### config.mk
export PLATFORM = sky130hd
export DESIGN_NAME = led_matrix_scan_ctrl
export DESIGN_NICKNAME = d
export VERILOG_FILES = /design/src/rtl/led_matrix_scan_ctrl.sv
export SDC_FILE = /design/constraint.sdc
export NUM_CORES = 1
export LEC_CHECK = 0
export ABC_AREA = 1
export CAP_MARGIN = 20
export CORE_UTILIZATION = 41
export CTS_CLUSTER_SIZE = 16
export DETAILED_ROUTE_END_ITERATION = 16
export DONT_BUFFER_PORTS = 1
export GPL_ROUTABILITY_DRIVEN = 0
export SLEW_MARGIN = 20
export SYNTH_ARGS = -nofsm -noshare
export SYNTH_HDL_FRONTEND = slang
export SYNTH_SLANG_ARGS = --single-unit
export TNS_END_PERCENT = 50
### constraint.sdc
create_clock -name clk -period 5.45 [get_ports clk]
set_input_delay 1.09 -clock clk [delete_from_list [all_inputs] [get_ports clk]]
set_output_delay 1.09 -clock clk [all_outputs]
set_load 0.01 [all_outputs]
### src/rtl/led_matrix_scan_ctrl.sv
// Row-scan controller for an 8x8 RGB LED matrix with a double-buffered frame store.
// Optional column dimming is enabled by defining LED_SCAN_DIM_EN (adds the dim[1:0] input).
module led_matrix_scan_ctrl #(
    parameter int DIVIDER = 50_000,
    parameter int BLANK   = 16
) (
    input  logic        clk,
    input  logic        rst,
    input  logic        wr_en,
    input  logic [2:0]  wr_row,
    input  logic [23:0] wr_rgb,
    output logic        wr_ready,
    input  logic        swap_req,
    output logic        swap_ack,
    output logic        frame_tick,
`ifdef LED_SCAN_DIM_EN
    input  logic [1:0]  dim,
`endif
    output logic [7:0]  led_row,
    output logic [7:0]  led_col_r,
    output logic [7:0]  led_col_g,
    output logic [7:0]  led_col_b
);
    localparam int MAXC = (DIVIDER > BLANK) ? DIVIDER : BLANK;
    localparam int CW   = (MAXC > 1) ? $clog2(MAXC) : 1;
    localparam logic [CW-1:0] DIV_LAST = CW'(DIVIDER - 1);
    localparam logic [CW-1:0] BLK_LAST = CW'(BLANK - 1);

    typedef enum logic {ST_BLANK, ST_SHOW} state_t;

    state_t        state;
    logic [CW-1:0] cnt;
    logic [2:0]    row_idx;
    logic          front;
    logic          pending;
    logic [23:0]   bank [2][8];
    logic [23:0]   row_lat;
`ifdef LED_SCAN_DIM_EN
    logic [1:0]    dim_r;
`endif

    logic boundary;
    logic swap_now;

    // The last SHOW cycle of row 7 is the only point where the front bank may change.
    assign boundary = (state == ST_SHOW) && (cnt == DIV_LAST) && (row_idx == 3'd7);
    assign swap_now = boundary && (pending || swap_req);

    always_ff @(posedge clk) begin
        if (rst) begin
            state      <= ST_BLANK;
            cnt        <= '0;
            row_idx    <= '0;
            front      <= 1'b0;
            pending    <= 1'b0;
            row_lat    <= '0;
            for (int i = 0; i < 8; i++) begin
                bank[0][i] <= '0;
                bank[1][i] <= '0;
            end
            wr_ready   <= 1'b1;
            swap_ack   <= 1'b0;
            frame_tick <= 1'b0;
            led_row    <= 8'h00;
            {led_col_r, led_col_g, led_col_b} <= '1;
`ifdef LED_SCAN_DIM_EN
            dim_r      <= 2'd0;
`endif
        end else begin
            swap_ack   <= swap_now;
            frame_tick <= boundary;

            // Write uses the pre-swap back bank, so a write in the swap cycle lands in the old back.
            if (wr_en && wr_ready)
                bank[~front][wr_row] <= wr_rgb;

            if (swap_now) begin
                front    <= ~front;
                pending  <= 1'b0;
                wr_ready <= 1'b1;
            end else begin
                pending  <= pending | swap_req;
                wr_ready <= ~(pending | swap_req);
            end

            case (state)
                ST_BLANK: begin
                    if (cnt == BLK_LAST) begin
                        state   <= ST_SHOW;
                        cnt     <= '0;
                        row_lat <= bank[front][row_idx];
                        led_row <= 8'b1 << row_idx;
`ifdef LED_SCAN_DIM_EN
                        dim_r   <= dim;
                        {led_col_r, led_col_g, led_col_b} <=
                            ((DIVIDER >> dim) > 0) ? ~bank[front][row_idx] : '1;
`else
                        {led_col_r, led_col_g, led_col_b} <= ~bank[front][row_idx];
`endif
                    end else begin
                        cnt <= cnt + 1'b1;
                    end
                end
                ST_SHOW: begin
                    if (cnt == DIV_LAST) begin
                        state   <= ST_BLANK;
                        cnt     <= '0;
                        row_idx <= row_idx + 3'd1;
                        led_row <= 8'h00;
                        {led_col_r, led_col_g, led_col_b} <= '1;
                    end else begin
                        cnt <= cnt + 1'b1;
`ifdef LED_SCAN_DIM_EN
                        {led_col_r, led_col_g, led_col_b} <=
                            ((int'(cnt) + 1) < (DIVIDER >> dim_r)) ? ~row_lat : '1;
`else
                        {led_col_r, led_col_g, led_col_b} <= ~row_lat;
`endif
                    end
                end
                default: state <= ST_BLANK;
            endcase
        end
    end
endmodule
Word level (Yosys, flattened, before mapping) --
Memories as Yosys holds them, arrays and structs flattened. A register that Yosys moved wholly into a read port is not among the register bits. Index checks and enable logic that the tools add are counted.
Storage, ports and cells: flip-flop bits (word level) 81, RAM bits 384, input port bits 31, output and inout port bits 35, word-level logic and storage cells 77, memories kept 1
Cells by class: add/sub/neg operators 2, magnitude comparators 3, equal/unequal tests 5, shifts and indexed selects 1, muxes and demuxes 33, bitwise gates (word level) 8, reduce and logical (&&, ||, !) cells 11
Memories:
- bank | depth 2, bits a word 192, read ports 1, clocked after memory_dff 1, wr ports 2, RTL line 36 | logic [23:0] bank [2][8];
Operators by type and width (number):
- $mux W192 | 3
- $reduce_or A192 Y1 | 1
- $bmux W24 S3 | 1
- $demux W24 S3 | 1
- $mux W24 | 3
- $mux W8 | 8
- $pmux W8 S2 | 4
- $not A24 Y24 | 2
- $mux W16 | 2
- $pmux W16 S2 | 1
- $add A16 B1 Y16 const B | 1
- $eq A16 B16 Y1 const B | 1
- $eq A16 B4 Y1 const B | 1
- $mux W1 | 9
- $ge A4 B4 Y1 const B | 2
- $not A3 Y4 | 2
- $shl A1 B3 Y8 const A | 1
- $reduce_and A2 Y1 | 3
- $logic_and A1 B1 Y1 | 5
- $lt A4 B1 Y1 const B | 1
- $add A3 B1 Y3 const B | 1
- $eq A3 B3 Y1 const B | 1
- $not A1 Y1 | 3
- $ne A2 B1 Y1 const B | 1
- other kinds (5) | 5

Logic depth before layout (Yosys ltp) --
depth after elaboration 8, depth in mapped cells 12

Worst setup path before layout --
No wires, ideal clock.
path kind input -> register, start point in rst, end point mem bank[0][0] (netlist name), enable pin, arrival 2.440 ns, required time 5.069 ns, slack 2.629 ns, stages 6, path buffers 1, cell sequence inv_2 -> nand3_1 -> nor2_2 -> nand3_1 -> clkbuf_1 -> nand2_1
RTL lines:
- start, declared | RTL line 8 | input logic rst,
- end, declared | RTL line 36

Worst setup path in the final report --
start point reg row_idx[0], end point reg led_col_g[3]
On the way: longest elaborated chain between the ends 7
RTL lines:
- start, declared | RTL line 33 | logic [2:0] row_idx;
- start signal, assigned | RTL line 108 | row_idx <= row_idx + 3'd1;
- $not A3 Y4 (implied by the code) | RTL line 98 | {led_col_r, led_col_g, led_col_b} <= ~bank[front][row_idx];
- $bmux W24 S3 | RTL line 98
- $mux W24 (implied by the code) (2 in series) | RTL line 98
- $not A24 Y24 | RTL line 98
- $mux W8 | RTL line 88 | if (cnt == BLK_LAST) begin
- $pmux W8 S2 | RTL line 86 | case (state)
- end signal, assigned | RTL line 98
- end signal, assigned | RTL line 117 | {led_col_r, led_col_g, led_col_b} <= ~row_lat;
- end, declared | RTL line 21 | output logic [7:0] led_col_g,
Every way passes these cells. The select of a mux whose other input is x is not followed. A chain may end at the register's enable or synchronous reset.

==> impl_metrics.json <==
{
  "synth_xor_area_share_pct": 0.3148,
  "placed_cell_area_mm2": 0.02268,
  "antenna_found_initial": 0,
  "final_nets": 2635,
  "layout_commonest_cell": "nand2_1",
  "whs_ns": 0.4622,
  "maxCapViolCount": 0,
  "min_from": "cnt[0]$_SDFF_PP0_",
  "tns_ns": 0,
  "grt_pass1_wl_um": 94590,
  "track_usage_pct": 22.29,
  "ys_ff_latch": 466,
  "reg2reg_slack_ns": 2.24,
  "crit_family": "buffers and inverters",
  "slew_headroom_pct": 27.42,
  "slowest_delay_ns": 0.87,
  "ios": 66,
  "dpl.hpwl_um": 36670,
  "cts_resized": 0,
  "hold_path.class": "reg -> reg",
  "leakage_uw": 0.01101,
  "rows": 85,
  "postCtsSetupBuffers": 0,
  "firstDrtPassIters": 5,
  "min_to": "cnt[0]$_SDFF_PP0_",
  "yosysWarnings": 0,
  "stdcell_area_mm2": 0.02425,
  "syn_avg_cell_area_um2": 8.340,
  "synth-adder-area-share_pct": 0.3935,
  "fin_crit_ns": 3.206,
  "status": "completed",
  "area_growth_syn_to_layout_pct": 8.960,
  "synth.net_count": 2707,
  "initialDrtViolationCount": 1679,
  "htreeDepth": 2,
  "start_util_pct": 41.45,
  "finClkSkew_ns": 0.01830,
  "synth-simple-area-share_pct": 28.30,
  "top_usage_layer": "met2",
  "worstPathCellList": "clkinv_2, buf_4, nand3_1, nand3_1, nand3_1, nand2_1, nand2_1, nand2_1, nand2_1",
  "finalHoldViolCount": 0,
  "synthMuxAreaShare_pct": 0,
  "grt_max_degree": 132,
  "synth_compound_area_share_pct": 1.006,
  "clk_root_buffer_cell": "clkbuf_16",
  "final_max_slew_viol_count": 0,
  "drc": 0,
  "finalCritPeriodShare_pct": 58.83,
  "tightest_slew_ns": 1.086,
  "ant_nets": 0,
  "cp_slowest_cell": "clkinv_2",
  "grt_pass1_vias": 16380,
  "cp-start-kind": "flop",
  "worstSetupPathType": "reg -> reg",
  "p_per_area_mw_per_mm2": 313.0,
  "ctsHoldBuffers": 0,
  "antenna_cells": 0,
  "cts_tree": "done",
  "max-vdd-ir-drop_mv": 0.2048,
  "syn-cell-area_mm2": 0.02226,
  "cp-end-kind": "flop",
  "final_cell_mix": "nand2_1 (723), inv_1 (429), nor2_1 (416)",
  "grt_util_met2_pct": 36.94,
  "gr-usage-met1_pct": 27.97,
  "fmax_mhz": 311.9,
  "grt.met3_usage_pct": 5.627,
  "synth_top_family_by_area": "simple AND/OR/NAND/NOR gates",
  "synth_cell_types": 26,
  "post-route-util_pct": 45.16,
  "die_h_um": 235.0,
  "setup_viol": 0,
  "overflow": 0,
  "rsz0062_at_grt": "no",
  "clockBufferDepth": 3,
  "crit_top_cell": "nand2_1",
  "drt-total-wl_um": 61220,
  "io_buffers": 0,
  "via_per_inst": 5.097,
  "synth_seq_area_share_pct": 59.18,
  "cts_sinks": 466,
  "path_buf_inv": 2,
  "drive_gt1_share_pct": 4.930,
  "dieArea_mm2": 0.05523,
  "arrival_ns": 3.74,
  "r2r-end": "led_col_g[3]$_SDFFE_PP1P_",
  "worst-r2r-cell-count": 9,
  "die_w_um": 235.0,
  "clk_pin_slew_ns": 0.06,
  "holdPathStages": 1,
  "critPathMaxFanout": 51,
  "timing.rr.start": "row_idx[0]$_SDFFE_PP0P_",
  "wl_per_cell_um": 18.37,
  "cts_buffers": 51,
  "core_region_area_mm2": 0.05371,
  "vias": 16988,
  "syn_inst": 2669,
  "clock_latency_ns": 0.59,
  "crit_required_ns": 5.98
}
-- flip-flops by register name (all words and copies together), names as in the netlist, named ones only --
register    flops
frame_tick      1
row_idx         3
cnt            16
row_lat        24
bank          384
state           1
led_col_g       8
pending         1
wr_ready        1
swap_ack        1
led_col_r       8
led_col_b       8
led_row         8
front           1
-- per-layer routing --
| metal | up-vias | routed length, um |
|---|---|---|
| met3 | 122 | 5570 |
| li1 | 8162 | - |
| met1 | 8071 | 24680 |
| met4 | 0 | 1924 |
| met2 | 633 | 29050 |
| met5 | - | 0 |
-- worst max path at each step --
| stage | cells past startpoint | slack, ns | startpoint | to |
|---|---|---|---|---|
| after global routing | 9 | 2.01 | row_idx[0]$_SDFFE_PP0P_ | led_col_g[3]$_SDFFE_PP1P_ |
| after detailed placement | 7 | 2.01 | rst | bank[0][92]$_SDFFCE_PN0P_ |
| after global placement | 7 | 2.06 | rst | bank[0][89]$_SDFFCE_PN0P_ |
| after CTS | 8 | 2.27 | row_idx[0]$_SDFFE_PP0P_ | row_lat[4]$_SDFFE_PP0P_ |
| after floorplan | 6 | 2.63 | rst | bank[0][0]$_SDFFCE_PN0P_ |
| final | 9 | 2.24 | row_idx[0]$_SDFFE_PP0P_ | led_col_g[3]$_SDFFE_PP1P_ |
-- final cells by class --
class	count	area (um2)
repair buffers	39	300.3
clock inverters	20	123.9
inverters	441	1663
fillers	5123	29450
multi-input cells	1598	6689
well taps	696	870.8
clock buffers	73	1426
flip-flops and latches	466	13180
-- logic make-up (layout without fill, tap and decap cells) --
family,count (synthesis),count (layout)
XOR/XNOR,8,8
flip-flops,466,466
adder cells (fa/ha/maj),7,7
AND/OR/NAND/NOR,1539,1539
buffers and inverters,605,573
AO/OA/AOI/OAI,44,44
-- through the flow --
step	std cells	setup slack [ns]	total power (uW)
3_3_place_gp	3239	2.059	4400
6_report	3333	2.244	7591
5_1_grt	3333	2.010	7805
3_5_place_dp	3239	2.014	4408
4_1_cts	3332	2.274	7630
2_1_floorplan	2669	2.629	4286
-- worst reg2reg max path: stages (launching register included) --
cell,delay (ns)
dfxtp_4,0.75
clkinv_2,0.87
buf_4,0.63
nand3_1,0.21
nand3_1,0.08
nand3_1,0.29
nand2_1,0.12
nand2_1,0.08
nand2_1,0.07
nand2_1,0.05
-- where the power goes --
group	total (uW)	switching, uW	internal [uW]
registers	4010	36.8	3980
clock network	3250	1390	1860
logic	323	254	68.5
-- cells in the mapped netlist, drive strengths merged --
cell type	number	area share, %
nor3	13	0.29
a21oi	36	0.81
ha	7	0.39
clkinv	5	0.084
o21ai	6	0.13
edfxtp	384	52
xor2	7	0.28
nand4	2	0.056
buf	100	2.3
nand3	376	8.5
clkbuf	64	1.1
o21bai	1	0.034
nor2	420	7.1
nor3b	1	0.034
xnor2	1	0.039
dfxtp	82	7.4
a31oi	1	0.028
inv	436	7.4
nand2	727	12
Note: power is estimated with default switching activity, not from simulation.
